`config.mk`:
```
export PLATFORM = sky130hd
export DESIGN_NAME = beat_sched_ctrl
export DESIGN_NICKNAME = d
export VERILOG_FILES = /design/src/rtl/beat_sched_ctrl.sv
export SDC_FILE = /design/constraint.sdc
export NUM_CORES = 1
export LEC_CHECK = 0
export CORE_ASPECT_RATIO = 0.5
export CORE_MARGIN = 4
export CORE_UTILIZATION = 50
export DETAILED_ROUTE_END_ITERATION = 8
export PLACE_DENSITY = 0.84
export SETUP_SLACK_MARGIN = 0.5
export SYNTH_ARGS = -nofsm -noshare
export SYNTH_HDL_FRONTEND = slang
export SYNTH_SLANG_ARGS = --single-unit
```
`constraint.sdc`:
```
create_clock -name i_clk -period 6.05 [get_ports i_clk]
set_clock_uncertainty 0.1 [all_clocks]
set_input_delay 1.21 -clock i_clk [delete_from_list [all_inputs] [get_ports i_clk]]
set_output_delay 1.21 -clock i_clk [all_outputs]
set_load 0.05 [all_outputs]
```
`src/rtl/beat_sched_ctrl.sv`:
```
// Beat detector sequencer: synchronises the frame clock, sums band levels through one adder,
// compares against running average plus threshold and runs the refractory phase counter.
module beat_sched_ctrl #(
  parameter int NBANDS      = 3,
  parameter int BAND_W      = 4,
  parameter int SUM_W       = 7,
  parameter int THRESH_INIT = 7,
  parameter int HOLDOFF     = 15,
  parameter int AVG_SHIFT   = 3
) (
  input  logic                     i_clk,
  input  logic                     i_rst,
  input  logic                     i_frame_clk,
  input  logic [NBANDS*BAND_W-1:0] i_data,
  input  logic                     i_thresh_we,
  input  logic [SUM_W-1:0]         i_thresh,
  output logic                     o_beat_pulse,
  output logic [3:0]               o_beat_phase,
  output logic [SUM_W-1:0]         o_energy,
  output logic                     o_busy,
  output logic                     o_miss
);

  // state | meaning
  // IDLE  | waiting for a frame tick
  // ACC   | adding one captured band per cycle
  // CMP   | publish energy, beat decision, average and phase update
  typedef enum logic [1:0] {IDLE, ACC, CMP} state_t;

  localparam int IDX_W = (NBANDS > 1) ? $clog2(NBANDS) : 1;
  localparam int AVG_W = SUM_W + AVG_SHIFT;

  state_t                     state;
  logic                       sync1, sync2, frame_prev, tick;
  logic [NBANDS*BAND_W-1:0]   hold;
  logic [SUM_W-1:0]           acc;
  logic [SUM_W-1:0]           thresh;
  logic [IDX_W-1:0]           idx;
  logic [AVG_W-1:0]           avg_acc;
  logic [SUM_W-1:0]           avg;
  logic [BAND_W-1:0]          band;
  logic                       beat_now;
  logic signed [AVG_W:0]      avg_next;

  assign avg  = avg_acc[AVG_W-1:AVG_SHIFT];
  assign band = hold[idx*BAND_W +: BAND_W];

  // Threshold add is one bit wider than the energy so avg+thresh cannot wrap.
  assign beat_now = (o_beat_phase == 4'd0) &&
                    ({1'b0, acc} >= ({1'b0, avg} + {1'b0, thresh}));

  assign avg_next = $signed({1'b0, avg_acc})
                  + $signed({{(AVG_SHIFT+1){1'b0}}, acc})
                  - $signed({{(AVG_SHIFT+1){1'b0}}, avg});

  assign o_busy = (state != IDLE);

  always_ff @(posedge i_clk or posedge i_rst) begin
    if (i_rst) begin
      state        <= IDLE;
      sync1        <= 1'b0;
      sync2        <= 1'b0;
      frame_prev   <= 1'b0;
      tick         <= 1'b0;
      hold         <= '0;
      acc          <= '0;
      idx          <= '0;
      thresh       <= SUM_W'(THRESH_INIT);
      avg_acc      <= '0;
      o_beat_pulse <= 1'b0;
      o_beat_phase <= 4'd0;
      o_energy     <= '0;
      o_miss       <= 1'b0;
    end else begin
      sync1      <= i_frame_clk;
      sync2      <= sync1;
      frame_prev <= sync2;
      tick       <= sync2 & ~frame_prev;

      if (i_thresh_we)
        thresh <= i_thresh;

      o_beat_pulse <= 1'b0;
      // A tick seen while ACC/CMP is dropped, not queued.
      o_miss       <= tick && (state != IDLE);

      case (state)
        IDLE: begin
          if (tick) begin
            hold  <= i_data;
            acc   <= '0;
            idx   <= '0;
            state <= ACC;
          end
        end
        ACC: begin
          acc <= acc + {{(SUM_W-BAND_W){1'b0}}, band};
          if (idx == IDX_W'(NBANDS-1))
            state <= CMP;
          else
            idx <= idx + 1'b1;
        end
        CMP: begin
          o_energy     <= acc;
          o_beat_pulse <= beat_now;
          avg_acc      <= avg_next[AVG_W] ? '0 : avg_next[AVG_W-1:0];
          if (beat_now)
            o_beat_phase <= 4'd1;
          else if (o_beat_phase != 4'd0)
            o_beat_phase <= (o_beat_phase == 4'(HOLDOFF)) ? 4'd0 : o_beat_phase + 4'd1;
          state <= IDLE;
        end
        default: state <= IDLE;
      endcase
    end
  end

endmodule

```
### Word level (Yosys, flattened, before mapping)

Index checks and enable logic that the tools add are counted.

| operators by class | value |
|---|---|
| reductions and logical operators | 13 |
| order comparisons | 1 |
| muxes and demuxes | 13 |
| divide/modulo/power cells | 0 |
| eq/ne operators | 7 |
| shifts and indexed selects | 1 |
| bitwise operators | 2 |
| $mul | 0 |
| add/sub/neg operators | 6 |

Operator list:

| cell | count |
|---|---|
| $pmux W7 S2 | 1 |
| $mux W4 | 3 |
| $shiftx A12 B5 Y4 | 1 |
| $add A10 B7 Y11 | 1 |
| $sub A11 B8 Y11 | 1 |
| $mux W10 | 1 |
| $add A7 B7 Y8 | 1 |
| $ge A7 B8 Y1 | 1 |
| $mux W2 | 4 |
| $pmux W2 S2 | 2 |
| $reduce_and A2 Y1 | 4 |
| $add A7 B4 Y7 | 1 |
| $mux W7 | 1 |
| $ne A2 B2 Y1 const B | 3 |
| $reduce_bool A2 Y1 | 3 |
| $add A4 B1 Y4 const B | 1 |
| $eq A2 B2 Y1 const B | 2 |
| $eq A4 B4 Y1 const B | 1 |
| $logic_not A4 Y1 | 1 |
| $reduce_bool A4 Y1 | 1 |
| $reduce_and A3 Y1 | 1 |
| $add A2 B1 Y2 const B | 1 |
| $eq A2 B1 Y1 const B | 1 |
| $logic_and A1 B1 Y1 | 2 |
| other kinds (4) | 4 |

| word-level totals | value |
|---|---|
| input bits | 23 |
| ROM bits | 0 |
| word-level logic and storage cells | 57 |
| bits in latches | 0 |
| bits in registers | 57 |
| bits in writable memories | 0 |
| memories | 0 |

### Logic depth before layout (Yosys ltp)

Gate-level depths: netlist (run 1).

| logic depth | value |
|---|---|
| depth after elaboration | 5 |
| gate-level depth with buffers | 13 |
| mapped depth without buffers | 13 |

### Least setup slack after synthesis (run 1)

OpenSTA, ideal clock, no wires.

| path | value |
|---|---|
| path kind | register to register |
| from | reg avg_acc[3] |
| to | reg o_beat_phase[1] |
| clock period less this slack | 3,194 ps |
| required time | 5,822 ps |
| path buffers | 0 |
| cell stages (with the launch flop) | 14 |
| path slack | 2,856 ps |
| data arrival time | 2,966 ps |
| cell sequence | dfrtp_1 > ha_1 > fa_1 > a21o_1 > a21oi_1 > o21bai_1 > a21oi_1 > xor2_1 > ha_1 > and3_1 > a221oi_1 > a21oi_1 > a21boi_1 > mux2_1 |

| between the ends | value |
|---|---|
| longest elaborated chain between the ends | 5 |
| elaborated cells between the ends (all ways) | 6 |

Ends and longest elaborated chain:

| element | RTL line | text |
|---|---|---|
| start, declared | 39 | `logic [AVG_W-1:0] avg_acc;` |
| start signal, assigned | 106 | `avg_acc <= avg_next[AVG_W] ? '0 : avg_next[AVG_W-1:0];` |
| $add A7 B7 Y8 * | 50 | `({1'b0, acc} >= ({1'b0, avg} + {1'b0, thresh}));` |
| $ge A7 B8 Y1 * | 50 |  |
| $logic_and A1 B1 Y1 * | 49 | `assign beat_now = (o_beat_phase == 4'd0) &&` |
| $reduce_bool A2 Y1 (no source line) | - |  |
| $reduce_and A2 Y1 (no source line) | - |  |
| end signal, assigned | 110 | `o_beat_phase <= (o_beat_phase == 4'(HOLDOFF)) ? 4'd0 : o_beat_phase + 4'd1;` |
| end, declared | 18 | `output logic [3:0] o_beat_phase,` |

Every way passes the cells marked *; elsewhere a longest branch is shown, timed or not.
A chain may end at the register's enable or synchronous reset.

### Worst setup path after layout (run 1)

Ends and elaborated chain as after synthesis.

==> results of run 1 <==
-- worst register-to-register path, delay by kind of cell (launching register included) --
| kind | cells | cell delay [ns] |
|---|---|---|
| flops | 1 | 0.42 |
| mux | 1 | 0.33 |
| simple gates | 1 | 0.20 |
| fa+ha+maj | 3 | 0.94 |
| xor+xnor | 1 | 0.19 |
| compound gates | 7 | 1.23 |
-- logic make-up after synthesis --
group	Yosys count	share of synthesized area, %
flip-flops	57	41.3
XOR/XNOR	14	3.54
buffers and inverters	50	5.67
AO/OA/AOI/OAI	76	15.3
adder cells (fa/ha/maj)	41	16.8
AND/OR/NAND/NOR	64	9.14
multiplexers	26	8.24
-- routing by layer --
layer  vias to the layer above  wire length (um)
met1                      1288              3060
met3                        17               474
met2                        94              3800
li1                       1224                 -
met5                         -                 0
met4                         0               157
-- layout by cell type, fill, tap and decap left out, types with 5 or more instances in the layout --
master and instances:
nor2b_1 7, a22o_1 9, mux2i_1 6, nand2_1 25, ha_1 32, a21o_1 7, inv_1 40, mux2_2 19
a21oi_1 14, o21ai_0 16, dfrtp_1 54, xnor2_1 9, clkdlybuf4s50_1 36, fa_1 9, clkbuf_16 9, xor2_1 5
nor2_1 10, nand3_1 8
-- through the flow --
step,instance area (um^2),setup WS [ns],std cells
2_1_floorplan,3460,2.86,328
3_3_place_gp,3900,2.75,448
3_5_place_dp,3900,2.63,448
4_1_cts,4220,2.53,464
5_1_grt,4220,2.29,464
6_report,4220,2.51,464
-- state kept, by name, indices dropped and copies added, names as in the netlist, 2 cells and up --
signal and flops:
idx 2, acc 7, hold 12, avg_acc 10
o_beat_phase 4, state 2, o_energy 7, thresh 7
-- area by class of cell --
cell class	count	area, um^2	share of cell area [%]
tap	92	115	2.73
clock buffer	10	229	5.42
sequential	57	1430	33.9
inverter	41	154	3.64
timing repair buffer	37	368	8.71
clock inverter	6	91.3	2.16
multi-input combinational	221	1840	43.5
-- final timing paths --
kind / from / endpoint / slack, ns / cells after the start
worst max-delay path: avg_acc[3] / o_beat_phase[1] / 2.51 / 13
worst min-delay path: sync1 / sync2 / 0.25 / 0
worst max register to register: avg_acc[3] / o_beat_phase[1] / 2.51 / 13
worst min register to register: sync1 / sync2 / 0.25 / 0
max in group asynchronous: i_rst / o_energy[5] / 4.06 / 3
min in group asynchronous: i_rst / o_miss / 1.30 / 3
-- power groups by stage --
stage	Clock, mW	Sequential (mW)	Combinational [mW]
after floorplan	0	0.695	1.15
after global placement	0	0.646	1.45
after detailed placement	0	0.655	1.53
after CTS	0.549	0.654	1.57
after global routing	0.577	0.676	1.75
final	0.546	0.655	1.58
==> qor.csv, run 1 <==
stage;metric;value;unit
worst_hold_path;hold_path_class;flip-flop to flip-flop;
synthesis;synth_commonest_cells;dfrtp_1, inv_1, ha_1;
synthesis;synth_edf_count;0;
timing;fmax;282;MHz
die;initial_utilization;51.7;%
finish;areaGrowthSynthToFinish;22.0;%
clocking;postCtsHoldBufs;0;
synthesis;synth_top_area_cell;dfrtp_1;
power_and_ir_drop;powerDensity;658;nW/um^2
routing;wl_per_cell;16.1;um
timing;rsz0062_at_grt;false;
synthesis;synth_cell_types;51;
power_and_ir_drop;seqPwrFrac;23.6;%
synthesis;netlist_area;3460;um^2
routing;firstDrtPassIters;4;
die;coreArea;6700;um^2
global_routing;grt_first_pass_wirelength;13000;um
die;die_area;8400;um^2
global_routing;met3_usage;6.89;%
global_routing;overflow;0;
global_routing;met1_usage;22.9;%
clocking;cts.sinks;57;
setup_path;crit_arrival;3.66;ns
synthesis;synth.most_common_cell;dfrtp_1;
synthesis;synth_nets;392;
finish;nets;431;
synthesis;ys_warn_count;0;
flow_run;maxCapViolations;0;
timing;period_needed;3.54;ns
timing;setup-tns-final;0;ns
synthesis;avgSynthCellArea;10.6;um^2
power_and_ir_drop;p_switching;1.21;mW
setup_path;crit_type;flip-flop to flip-flop;
power_and_ir_drop;combinationalPowerShare;56.8;%
power_and_ir_drop;p_clk_share;19.6;%
setup_path;crit_fanout;4;
synthesis;synthArstFlopShare;100;%
placement;post-dp-hpwl;5150;um
power_and_ir_drop;power.leakage;1.95;nW
setup_path;timing.critical_path.cells;ha_1, fa_1, a21o_1, a21oi_1, o21bai_1, a21oi_1, xor2_1, ha_1, and3_1, a221oi_1, a21oi_1, a21boi_1, mux2_1;
power_and_ir_drop;p_int;1.57;mW
die;pin_count;37;
clocking;cts_resized;0;
finish;fin_util;63.0;%
finish;drive_gt1_share;12.1;%
routing;routed-via-count;2623;
synthesis;synth.area.top_cells;dfrtp_1, ha_1, mux2_2;
timing;hold_viol;0;
timing;maxSlewViolCount;0;
die;die_x;126;um
placement;io_buffers;36;
synthesis;yosysSeqAreaShare;41.3;%
synthesis;yosys.area.top_type_share;39.0;%
timing;relSlewSlack;50.3;%
finish;nFillCells;490;
setup_path;crit_top_cell;a21oi_1;
setup_path;cpLargestDelayFamily;compound AO/OA/AOI/OAI gates;
routing;routed_wl;7490;um
global_routing;antenna_found_initial;0;
placement;place.gp.congestion;0.845;
clocking;clk_latency;0.34;ns
setup_path;cp-end-kind;flip-flop;
timing;period_share;58.6;%
timing;whs;0.252;ns
finish;antennaDiodeCount;0;
routing;drtIter0Drc;254;
synthesis;synthCells;328;
setup_path;startpoint_type;flip-flop;
timing;setup_viol;0;
status;status;completed;
routing;route.detailed.vias_per_inst;5.65;
setup_path;max_stage_delay;0.42;ns
setup_path;worst-path-buf-inv;0;
clocking;clkTransAtPathRegs;0.05;ns
power_and_ir_drop;power;2.78;mW
clocking;post-cts-setup-buffer-count;0;
synthesis;synthFlopType;dfrtp_1;
clocking;cts.htree.levels;3;
clocking;cts_tree;built;
clocking;root_buffer;clkbuf_16;
clocking;clk_path_buf_depth;2;
setup_path;slowest_stage;dfrtp_1;
global_routing;grt_pass1_vias;2694;
global_routing;grt_util_met2;35.2;%
power_and_ir_drop;ir_drop;0.205;mV
routing;drcViolationCount;0;
synthesis;synth_seq_cells;57;
setup_path;cp.required;6.17;ns
clocking;numCtsBuffers;9;
global_routing;grt-busiest-layer;met2;
timing;worstMarginPinSlew;0.744;ns
power_and_ir_drop;sw_frac_of_total;43.6;%
die;die_height;66.8;um
global_routing;track_usage;20.0;%
routing;ant_nets;0;
die;num_rows;21;
global_routing;grt_max_degree;58;
Power figures use the tool's default switching activity.
==> run 2: changes to the inputs <==
- clock period: 6.05 -> 3.5 ns (I/O delays scaled with it)
==> qor.csv, run 2 (synthesis results as in run 1) <==
stage;metric;value;unit
routing;routed-via-count;2645;
clocking;clk_latency;0.34;ns
power_and_ir_drop;ir_drop;0.391;mV
setup_path;cp-end-kind;flip-flop;
routing;wl_per_cell;16.3;um
placement;io_buffers;36;
setup_path;crit_top_cell;a21oi_2;
flow_run;maxCapViolations;0;
timing;whs;0.251;ns
timing;rsz0062_at_grt;true;
clocking;root_buffer;clkbuf_16;
global_routing;antenna_found_initial;0;
status;status;completed;
global_routing;overflow;0;
finish;final_common_cell;dfrtp_1;
timing;maxSlewViolCount;0;
placement;post-dp-hpwl;5350;um
clocking;numCtsBuffers;9;
clocking;cts_tree;built;
global_routing;grt_max_degree;28;
setup_path;slowest_stage;dfrtp_1;
die;num_rows;21;
setup_path;timing.critical_path.cells;ha_4, fa_2, a21o_1, a21oi_2, o21bai_1, a21oi_1, xor2_1, ha_1, and3_4, a221oi_4, a21oi_2, a21boi_1, mux2_1;
worst_hold_path;hold_start;sync1;
global_routing;track_usage;19.7;%
global_routing;grt_pass1_vias;2723;
setup_path;rrSetupSlack;0.13;ns
die;die_x;126;um
routing;firstDrtPassIters;4;
finish;nets;442;
global_routing;grt_first_pass_wirelength;12700;um
timing;fmax;297;MHz
finish;drive_gt1_share;18.5;%
setup_path;max_stage_delay;0.40;ns
setup_path;reg2reg_from;avg_acc[3];
finish;largest_reg_flops;12;
finish;areaGrowthSynthToFinish;26.6;%
timing;relSlewSlack;51.4;%
die;die_area;8400;um^2
timing;setup_ws;0.130;ns
timing;period_needed;3.37;ns
timing;worstMarginPinSlew;0.727;ns
placement;place_area;3930;um^2
die;pin_count;37;
worst_hold_path;holdPathStages;0;
setup_path;cp.required;3.61;ns
setup_path;crit_fanout;2;
worst_hold_path;hold_path_class;flip-flop to flip-flop;
worst_hold_path;hold_end;sync2;
routing;route.detailed.vias_per_inst;5.57;
setup_path;crit_arrival;3.48;ns
clocking;postCtsHoldBufs;0;
finish;largestRegisters;hold x12, avg_acc x10;
power_and_ir_drop;powerDensity;1140;nW/um^2
finish;fin_util;65.4;%
clocking;cts.sinks;57;
die;initial_utilization;51.7;%
routing;drcViolationCount;0;
setup_path;startpoint_type;flip-flop;
finish;fin_area;4380;um^2
setup_path;crit_type;flip-flop to flip-flop;
clocking;cts.htree.levels;3;
finish;layout.cells.most_common_list;dfrtp_1, inv_1, clkdlybuf4s50_1;
placement;place.gp.congestion;0.867;
setup_path;rr_worst_depth;13;
finish;antennaDiodeCount;0;
clocking;clk_path_buf_depth;2;
routing;drtIter0Drc;176;
routing;routed_wl;7720;um
finish;regMostFlops;hold;
power_and_ir_drop;power.leakage;1.99;nW
routing;ant_nets;0;
die;coreArea;6700;um^2
die;die_height;66.8;um
setup_path;r2r_end;o_beat_phase[1];
timing;setup-tns-final;0;ns
timing;hold_viol;0;
timing;period_share;96.3;%
clocking;clkTransAtPathRegs;0.05;ns
placement;dp_slack;0.255;ns
timing;setup_viol;0;
-- run 2: changes by cell type in the layout (fill, tap and decap cells not counted), sizes merged --
cell	delta
o21ai	+1
clkinv	+1
clkbuf	+3
bufinv	-1
clkinvlp	-2
buf	+10
inv	-1
-- run 2: metrics by stage --
step | power, mW | std cells
2_1_floorplan | 3.23 | 328
3_3_place_gp | 3.67 | 449
3_5_place_dp | 3.82 | 449
4_1_cts | 4.80 | 470
5_1_grt | 5.40 | 475
6_report | 5.00 | 475
-- run 2: cell type report --
cell class,count,area [um^2]
clock inverters,3,42.5
repair buffers,47,443
fillers,490,2320
multi-input cells,222,1940
clock buffers,13,250
flip-flops and latches,57,1440
inverters,41,154
well taps,92,115
-- run 2: power breakdown --
part	switching [mW]	internal (mW)	leakage (nW)
clock network	0.294	0.568	0.140
registers	0.230	0.900	0.694
logic	1.65	1.35	1.16
total	2.18	2.82	1.99
-- run 2: worst max-delay path by stage --
stage / startpoint / end / slack [ns]
6_report: avg_acc[3] / o_beat_phase[1] / 0.13
5_1_grt: avg_acc[3] / o_beat_phase[1] / -0.01
2_1_floorplan: avg_acc[3] / o_beat_phase[1] / 0.45
4_1_cts: avg_acc[3] / o_beat_phase[1] / 0.30
3_5_place_dp: avg_acc[3] / o_beat_phase[1] / 0.25
3_3_place_gp: avg_acc[3] / o_beat_phase[1] / 0.39
-- run 2: timing repair --
action / in CTS / in global routing
pin swaps: 8 / 7
resized for setup: 6 / 11
setup endpoints to repair: 10 / 13
buffers inserted: 4 / 5
cloned: 1 / 0
-- run 2: metal layers --
layer	vias to the layer above	global-route usage (%)	wire [um]
li1	1244	-	-
met3	22	7.05	417
met2	77	34.6	3950
met1	1302	22.3	3160
met5	-	0	0
met4	0	8.11	191
-- run 2: worst max-delay path, delay by kind of cell, from the launching register on --
family | cells | cell delay [ns]
xor+xnor | 1 | 0.18
flops | 1 | 0.40
compound gates | 7 | 1.20
fa+ha+maj | 3 | 0.78
simple gates | 1 | 0.20
mux | 1 | 0.37
==> run 3: changes to the inputs <==
- CTS_CLUSTER_SIZE: not set -> 14
==> results of run 3 <==
Final layout, timing and power as in run 2 (identical DEF).
